$ cat config.mk
export PLATFORM = sky130hd
export DESIGN_NAME = muldiv_unit_ppl
export DESIGN_NICKNAME = d
export VERILOG_FILES = /design/src/rtl/muldiv_unit_ppl.sv
export SDC_FILE = /design/constraint.sdc
export NUM_CORES = 1
export LEC_CHECK = 0
export CORE_UTILIZATION = 35
export CTS_BUF_LIST = sky130_fd_sc_hd__clkbuf_4 sky130_fd_sc_hd__clkbuf_8
export DETAILED_ROUTE_END_ITERATION = 16
export PLACE_DENSITY_LB_ADDON = 0.1
export SKIP_CTS_REPAIR_TIMING = 1
export SLEW_MARGIN = 20
export SYNTH_ARGS = -nofsm -noshare
export SYNTH_HDL_FRONTEND = slang
export SYNTH_SLANG_ARGS = --single-unit
$ cat constraint.sdc
create_clock -name clk -period 4 [get_ports clk]
set_input_delay 0.6 -clock clk [delete_from_list [all_inputs] [get_ports clk]]
set_output_delay 0.6 -clock clk [all_outputs]
set_load 0.02 [all_outputs]
$ cat src/rtl/muldiv_unit_ppl.sv
// Iterative multiply/divide unit with architectural HI/LO registers.
// Optional accumulate-multiply support is enabled by defining MULDIV_MADD_EN.
`timescale 1ns/1ps
module muldiv_unit_ppl #(
    parameter int WIDTH = 32,
    parameter int CNT_W = 6
) (
    input  logic             clk,
    input  logic             rst,
    input  logic             start,
    input  logic [1:0]       op,
    input  logic [WIDTH-1:0] a,
    input  logic [WIDTH-1:0] b,
    input  logic             acc,
    input  logic             flush,
    input  logic             hi_we,
    input  logic             lo_we,
    input  logic [WIDTH-1:0] wdata,
    output logic             busy,
    output logic             done,
    output logic             dz,
    output logic [WIDTH-1:0] hi,
    output logic [WIDTH-1:0] lo
);

    typedef enum logic [1:0] {
        S_IDLE,
        S_RUN,
        S_FIX
    } state_t;

    state_t               state_q;
    logic [CNT_W-1:0]     cnt_q;
    logic [2*WIDTH-1:0]   prod_q;
    logic [2*WIDTH-1:0]   prod_d;
    logic [WIDTH-1:0]     ma_q;
    logic [WIDTH-1:0]     mb_q;
    logic [WIDTH-1:0]     a_q;
    logic                 div_q;
    logic                 sgn_q;
    logic                 sa_q;
    logic                 sb_q;
    logic                 bz_q;
    logic [WIDTH-1:0]     hi_q;
    logic [WIDTH-1:0]     lo_q;
    logic [WIDTH-1:0]     hi_d;
    logic [WIDTH-1:0]     lo_d;
    logic                 busy_q;
    logic                 done_q;
    logic                 dz_q;

    logic                 sa_in;
    logic                 sb_in;
    logic [WIDTH-1:0]     abs_a;
    logic [WIDTH-1:0]     abs_b;

`ifdef MULDIV_MADD_EN
    logic                 acc_q;
`else
    logic                 unused_acc;
    assign unused_acc = acc;
`endif

    // Operand magnitudes at launch; unsigned ops (op[0]=1) pass raw values.
    always_comb begin
        sa_in = ~op[0] & a[WIDTH-1];
        sb_in = ~op[0] & b[WIDTH-1];
        abs_a = sa_in ? -a : a;
        abs_b = sb_in ? -b : b;
    end

    // One shift-add or restoring-divide step on the shared product register.
    always_comb begin
        logic [WIDTH:0] upper;
        logic [WIDTH:0] shifted;
        logic [WIDTH:0] diff;
        upper   = {1'b0, prod_q[2*WIDTH-1:WIDTH]}
                + {1'b0, (prod_q[0] ? ma_q : {WIDTH{1'b0}})};
        shifted = {prod_q[2*WIDTH-1:WIDTH], prod_q[WIDTH-1]};
        diff    = shifted - {1'b0, mb_q};
        prod_d  = {upper, prod_q[WIDTH-1:1]};
        if (div_q) begin
            if (diff[WIDTH])
                prod_d = {shifted[WIDTH-1:0], prod_q[WIDTH-2:0], 1'b0};
            else
                prod_d = {diff[WIDTH-1:0], prod_q[WIDTH-2:0], 1'b1};
        end
    end

    // Sign correction and final HI/LO values committed in FIX.
    always_comb begin
        logic [2*WIDTH-1:0] mres;
        logic [WIDTH-1:0]   quo;
        logic [WIDTH-1:0]   rem;
        mres = (sgn_q & (sa_q ^ sb_q)) ? -prod_q : prod_q;
`ifdef MULDIV_MADD_EN
        if (acc_q)
            mres = mres + {hi_q, lo_q};
`endif
        quo = prod_q[WIDTH-1:0];
        rem = prod_q[2*WIDTH-1:WIDTH];
        if (sgn_q & (sa_q ^ sb_q))
            quo = -quo;
        if (sgn_q & sa_q)
            rem = -rem;
        if (!div_q) begin
            hi_d = mres[2*WIDTH-1:WIDTH];
            lo_d = mres[WIDTH-1:0];
        end else if (bz_q) begin
            hi_d = a_q;
            lo_d = {WIDTH{1'b1}};
        end else begin
            hi_d = rem;
            lo_d = quo;
        end
    end

    // Control FSM, datapath registers and architectural HI/LO.
    always_ff @(posedge clk or negedge rst) begin
        if (!rst) begin
            state_q <= S_IDLE;
            cnt_q   <= '0;
            prod_q  <= '0;
            ma_q    <= '0;
            mb_q    <= '0;
            a_q     <= '0;
            div_q   <= 1'b0;
            sgn_q   <= 1'b0;
            sa_q    <= 1'b0;
            sb_q    <= 1'b0;
            bz_q    <= 1'b0;
`ifdef MULDIV_MADD_EN
            acc_q   <= 1'b0;
`endif
            hi_q    <= '0;
            lo_q    <= '0;
            busy_q  <= 1'b0;
            done_q  <= 1'b0;
            dz_q    <= 1'b0;
        end else begin
            done_q <= 1'b0;
            dz_q   <= 1'b0;
            if (hi_we)
                hi_q <= wdata;
            if (lo_we)
                lo_q <= wdata;
            if (flush) begin
                state_q <= S_IDLE;
                busy_q  <= 1'b0;
                cnt_q   <= '0;
            end else begin
                case (state_q)
                    S_IDLE: begin
                        if (start) begin
                            ma_q    <= abs_a;
                            mb_q    <= abs_b;
                            a_q     <= a;
                            div_q   <= op[1];
                            sgn_q   <= ~op[0];
                            sa_q    <= sa_in;
                            sb_q    <= sb_in;
                            bz_q    <= (b == '0);
`ifdef MULDIV_MADD_EN
                            acc_q   <= acc & ~op[1];
`endif
                            prod_q  <= op[1] ? {{WIDTH{1'b0}}, abs_a}
                                             : {{WIDTH{1'b0}}, abs_b};
                            cnt_q   <= CNT_W'(WIDTH - 1);
                            state_q <= S_RUN;
                            busy_q  <= 1'b1;
                        end
                    end
                    S_RUN: begin
                        prod_q <= prod_d;
                        if (cnt_q == '0)
                            state_q <= S_FIX;
                        else
                            cnt_q <= cnt_q - 1'b1;
                    end
                    S_FIX: begin
                        hi_q    <= hi_d;
                        lo_q    <= lo_d;
                        done_q  <= 1'b1;
                        dz_q    <= div_q & bz_q;
                        state_q <= S_IDLE;
                        busy_q  <= 1'b0;
                    end
                    default: begin
                        state_q <= S_IDLE;
                        busy_q  <= 1'b0;
                    end
                endcase
            end
        end
    end

    assign busy = busy_q;
    assign done = done_q;
    assign dz   = dz_q;
    assign hi   = hi_q;
    assign lo   = lo_q;

endmodule

Yosys cells after proc, flatten, opt, wreduce, memory -nomap -nowiden
Cells that the tools add are included.
{ "op_classes": {"eq_ne": 7, "reduce_logical": 10, "bitwise": 8, "n_mux": 36, "add_sub_neg": 8} }
{ "op_table": {"columns": ["operator", "count"], "rows": [
  ["two-way mux 32 bit", 16],
  ["two-way mux 64 bit", 4],
  ["negator 32 bit", 4],
  ["one-hot mux 64 bit (2 select lines)", 1],
  ["negator 64 bit", 1],
  ["adder 32 x 32 -> 33 bit", 1],
  ["subtractor 33 x 32 -> 33 bit", 1],
  ["logical NOT 32 bit", 1],
  ["two-way mux 6 bit", 3],
  ["one-hot mux 6 bit (2 select lines)", 1],
  ["!= test 3 bit, second input constant", 3],
  ["AND reduction 3 bit", 3],
  ["logical NOT 6 bit", 1],
  ["two-way mux 1 bit", 6],
  ["two-way mux 2 bit", 3],
  ["subtractor 6 x 1 -> 6 bit, second input constant", 1],
  ["AND 1 bit", 5],
  ["!= test 2 bit, second input constant", 2],
  ["one-hot mux 2 bit (2 select lines)", 1],
  ["AND reduction 2 bit", 2],
  ["nonzero test 3 bit", 1],
  ["equality test 2 x 1 -> 1 bit, second input constant", 1],
  ["equality test 2 bit, second input constant", 1],
  ["logical NOT 2 bit", 1],
  ["4 further kinds", 5]
]} }
{ "totals": {"output_inout_bits": 67, "register_bits": 240} }

Depth between registers and ports, before layout
Gate-level depths: netlist of the first run.
{ "logic_depth": {"word_depth": 7, "mapped_depth": 15, "mapped_depth_nobuf": 13} }

Worst setup path after synthesis of the first run
No wires, ideal clock.
{ "synth_path": {"path_type": "reg2reg", "start": "reg prod_q[0]", "end": "reg prod_q[62]", "n_path_buf": 2, "required_time_ps": 3869, "t_arrival_ps": 3155, "setup_slack_ps": 714, "stages_incl_launch_ff": 14, "cell_sequence": "dfrtp_1 clkbuf_1 clkbuf_1 and2_1 ha_1 a21oi_1 and3_1 a221o_1 a21oi_1 o2111ai_1 a21o_1 a2111oi_0 nor4_1 or3_1"} }
{ "synth_between": {"elab_chain_cells": 4} }
{ "synth_lines": {"columns": ["item", "line_no", "text"], "rows": [
  ["start, declared", "34", "logic [2*WIDTH-1:0] prod_q;"],
  ["start signal, assigned", "166", "prod_q <= op[1] ? {{WIDTH{1'b0}}, abs_a}"],
  ["start signal, assigned", "174", "prod_q <= prod_d;"],
  ["two-way mux 32 bit", "78", "+ {1'b0, (prod_q[0] ? ma_q : {WIDTH{1'b0}})};"],
  ["adder 32 x 32 -> 33 bit", "78", null],
  ["two-way mux 64 bit", "82", "if (div_q) begin"],
  ["one-hot mux 64 bit (2 select lines)", "152", "case (state_q)"]
]} }
Every way passes these cells.
A chain may end at the register's enable or synchronous reset.

Worst setup path after layout of the first run
{ "layout_path": {"start": "reg prod_q[32]", "end": "reg prod_q[58]"} }
{ "layout_between": {"elab_chain_cells": 4, "elab_cells_between_ends": 5} }
{ "layout_lines": {"columns": ["item", "line_no", "text"], "rows": [
  ["subtractor 33 x 32 -> 33 bit", "80", "diff = shifted - {1'b0, mb_q};"],
  ["two-way mux 64 bit", "83", "if (diff[WIDTH])"],
  ["two-way mux 64 bit *", "82", null],
  ["one-hot mux 64 bit (2 select lines) *", "152", null]
]} }
Every way passes the cells marked *; elsewhere a longest branch is shown, timed or not.

==> summary.log, run 1 <==
[placement] Post-Place Worst Slack -0.05884 ns
[setup_path] Critical Path Start Type register
[floorplan] core footprint 51720 um^2
[power_and_ir_drop] LEAKAGE 9.920 nW
[synthesis] nets in the synthesized netlist 2441
[clock_network] Clock Tree Buf Depth 3
[synthesis] synthesized netlist cell count 2264
[placement] total of buffers placed on input and output ports 170
[sta] portion of the clock cycle consumed by the worst path in the final layout 93.64%
[sta] setup repair after global routing missed its margin no
[sta] final setup violating endpoints 0
[clock_network] number of levels the H-tree was split into 2
[setup_path] WP data arrival 4.30 ns
[sta] Worst Tran Pin Value 1.026 ns
[finish] layout cells sized above 1 10.01%
[global_routing] via count of the first global-routing pass 17623
[outcome] failing checks hold timing
[sta] Slew Limit Headroom 31.60%
[global_routing] maximum number of pins on one net before global-route repair 87
[clock_network] clock net sink count 239
[setup_path] count of buffering cells on the critical path with inverters included 2
[finish] filler-free cell count of the finished design 3148
[detailed_routing] number of violations reported at the end of detailed-routing iteration 0 1502
[detailed_routing] via count 17888
[synthesis] mapped cell area 18460 um^2
[floorplan] horizontal die dimension 231.7 um
[setup_path] crit-path max cell delay 0.62 ns
[sta] Setup Total Neg Slack 0 ns
[sta] Fin. Hold Viols 14
[finish] cell area after layout 22360 um^2
[sta] final slew viol count 0
[setup_path] top fanout value on the critical path 9
[floorplan] effective utilization at floorplan 35.69%
[global_routing] met2 track utilization from global routing 43.90%
[placement] dpl cells 3064
[placement] weighted congestion at the end of routability-driven global placement 0.9416
[clock_network] register clock-pin slew on the reported worst setup and hold paths 0.06 ns
[sta] post-route setup slack 0.2545 ns
[power_and_ir_drop] worst supply voltage drop on vdd 0.0002644 V
[floorplan] die area 53670 um^2
[synthesis] Synth top area share 32.40%
[floorplan] Core Rows 83
[global_routing] met1 usage in global routing 39.38%
[placement] Post-Place Cell Area 21280 um^2
[detailed_routing] count of antenna-violating nets left after detailed routing 0
[detailed_routing] first drt pass iteration count 8
[global_routing] total global routing track utilization 28.00%
[global_routing] GRT met3 Usage 5.118%
[synthesis] count of cell types in the netlist 90
[synthesis] sequential cell area fraction in the yosys report 32.40%
[global_routing] number of antenna violations at the first check in global routing 3
[finish] net total in the final layout 2611
[floorplan] number of top-level design ports 172
[clock_network] insertion delay of the later-clocked pin in the worst-skew pair 0.65 ns
[outcome] outcome finished with violations
[global_routing] GRT Residual Overflow 0
[setup_path] cell occurring most often along the worst timing path nand3_1
[setup_path] ordered cell list for the critical path inv_1 -> fa_1 -> nand2b_1 -> a21oi_1 -> o21ai_1 -> o211ai_2 -> a31oi_4 -> mux2_4 -> buf_4 -> nand3_1 -> or4_1 -> nand3_1
[synthesis] number of synthesized flops with an enable pin 0
[synthesis] cell accounting for the most synthesized area dfrtp_1
[setup_path] number of cells on the critical path 12
[finish] synthesis-to-finish area growth 21.13%
[synthesis] Yosys warning count 0
[setup_path] R2R cell count 12
[setup_path] CP delay by family, top simple AND/OR/NAND/NOR gates
[detailed_routing] Via-to-Cell Ratio 5.682
[finish] Final Util 43.24%
[power_and_ir_drop] total power divided by cell area 497.8 nW/um^2
[synthesis] leading cell types by total area after synthesis dfrtp_1, mux2i_1, nand2_1, o21ai_0, xnor2_1
[clock_network] number of CTS-inserted buffers 48
[placement] HPWL reported at the end of detailed placement 59060 um
[floorplan] Die Ht 231.7 um
[detailed_routing] DRC violation count after routing 0
[sta] Period minus WS final 3.746 ns
[setup_path] Data required, critical path 4.56 ns
[worst_hold_path] classification of the worst-slack hold path primary input to async pin
[synthesis] mean cell area of the mapped netlist 8.154 um^2
[sta] worst hold slack across all endpoints -0.01551 ns
[sta] clock skew 0.04156 ns
[detailed_routing] total wire length 75230 um
[clock_network] clk root buf clkbuf_8
[synthesis] total of flip-flops plus latches after synthesis 239
[clock_network] clock tree from TritonCTS built
[power_and_ir_drop] power consumption 11.13 mW
[setup_path] CP max stage cell or4_1
[synthesis] share of async-settable or async-resettable flops after synthesis 100.0%
[detailed_routing] routed length per placed instance 23.90 um
[sta] achievable clock frequency 0.2670 GHz
[synthesis] flip-flop cell with the highest count after synthesis dfrtp_1
[setup_path] critical path capture point type register
[setup_path] category of the critical setup timing path register to register
[global_routing] global-route wire length before repair 112500 um
[flow_run] number of maximum-capacitance violations 0
[global_routing] GRT busiest layer met2
[cell type report]
type | count | area [um^2]
Antenna cell | 1 | 2.502
Clock buffer | 76 | 958.4
Clock inverter | 7 | 116.4
Fill cell | 5258 | 29360
Inverter | 70 | 262.8
Multi-Input combinational cell | 1796 | 11620
Sequential cell | 239 | 5986
Tap cell | 680 | 850.8
Timing Repair Buffer | 279 | 2565
[cell usage after synthesis, types with 13 or more instances]
| master | count |
|---|---|
| nand4_1 | 13 |
| nor3_1 | 54 |
| o31ai_1 | 25 |
| nand2b_1 | 13 |
| dfrtp_1 | 239 |
| clkbuf_1 | 141 |
| inv_1 | 68 |
| nor2_1 | 149 |
| xor2_1 | 85 |
| a21oi_1 | 172 |
| o21ai_0 | 217 |
| and3_1 | 16 |
| a31oi_1 | 22 |
| mux2i_1 | 130 |
| o211ai_1 | 16 |
| a21o_1 | 32 |
| a211oi_1 | 28 |
| a22oi_1 | 50 |
| nand3_1 | 17 |
| nand2_1 | 313 |
| ha_1 | 70 |
| xnor2_1 | 102 |
| and2_1 | 35 |
| or3_1 | 35 |
| or4_1 | 14 |
[worst paths after layout]
check	startpoint	to	slack (ns)
setup / recovery	prod_q[32]	prod_q[58]	0.25
hold / removal	rst	mb_q[8]	-0.02
setup reg to reg	prod_q[32]	prod_q[58]	0.25
hold reg to reg	ma_q[29]	ma_q[29]	0.48
max in group asynchronous	rst	ma_q[29]	3.04
min in group clk	ma_q[29]	ma_q[29]	0.48
[registers in the layout, summed over array words and instances, names as in the netlist, 2 cells and up]
name     flops
a_q         31
prod_q      64
hi          32
cnt_q        6
state_q      2
ma_q        32
mb_q        32
lo          32
[worst register-to-register path: stages (launching register included)]
cell	delay (ns)
dfrtp_1	0.56
inv_1	0.23
fa_1	0.48
nand2b_1	0.20
a21oi_1	0.32
o21ai_1	0.18
o211ai_2	0.19
a31oi_4	0.18
mux2_4	0.24
buf_4	0.14
nand3_1	0.22
or4_1	0.62
nand3_1	0.09
[metal layers]
metal  vias up  wire (um)
met5         -         27
met4         4       1764
met3       114       4469
met2       571      33790
met1      8760      35180
li1       8439          -
[cells in the final DEF, fill, tap and decap left out, drive strengths merged, types with 35 or more instances in the layout]
master / n
ha: 70
xor2: 85
dfrtp: 239
xnor2: 102
inv: 70
nor2: 150
nor3: 56
a21oi: 173
o21ai: 224
or3: 36
nand2: 313
buf: 112
clkdlybuf4s50: 167
clkbuf: 76
a22oi: 50
mux2i: 131
and2: 35
[power by group]
part / total, mW / switching (mW) / internal (mW)
combinational: 4.93 / 3.03 / 1.90
clock: 2.87 / 1.17 / 1.70
sequential: 3.33 / 0.480 / 2.85
[logic make-up after synthesis]
group	synth area share [%]
AND/OR/NAND/NOR	18.42
AO/OA/AOI/OAI	22.71
flip-flops	32.40
buffers and inverters	4.826
XOR/XNOR	8.872
multiplexers	7.815
adder cells (fa/ha/maj)	4.961
(Power assumes the default switching activity.)
==> inputs of run 2 (changes only) <==
==> constraint.sdc (replaced) <==
create_clock -name clk -period 4 [get_ports clk]
set_input_delay 0.6 -clock clk [delete_from_list [all_inputs] [get_ports clk]]
set_output_delay 0.6 -clock clk [all_outputs]
set_load 0.05 [all_outputs]
==> results of run 2 <==
Same layout as run 1 (identical final DEF). Status: finished with violations: hold timing.
Among the figures that moved: total power 11.13 mW -> 11.30 mW
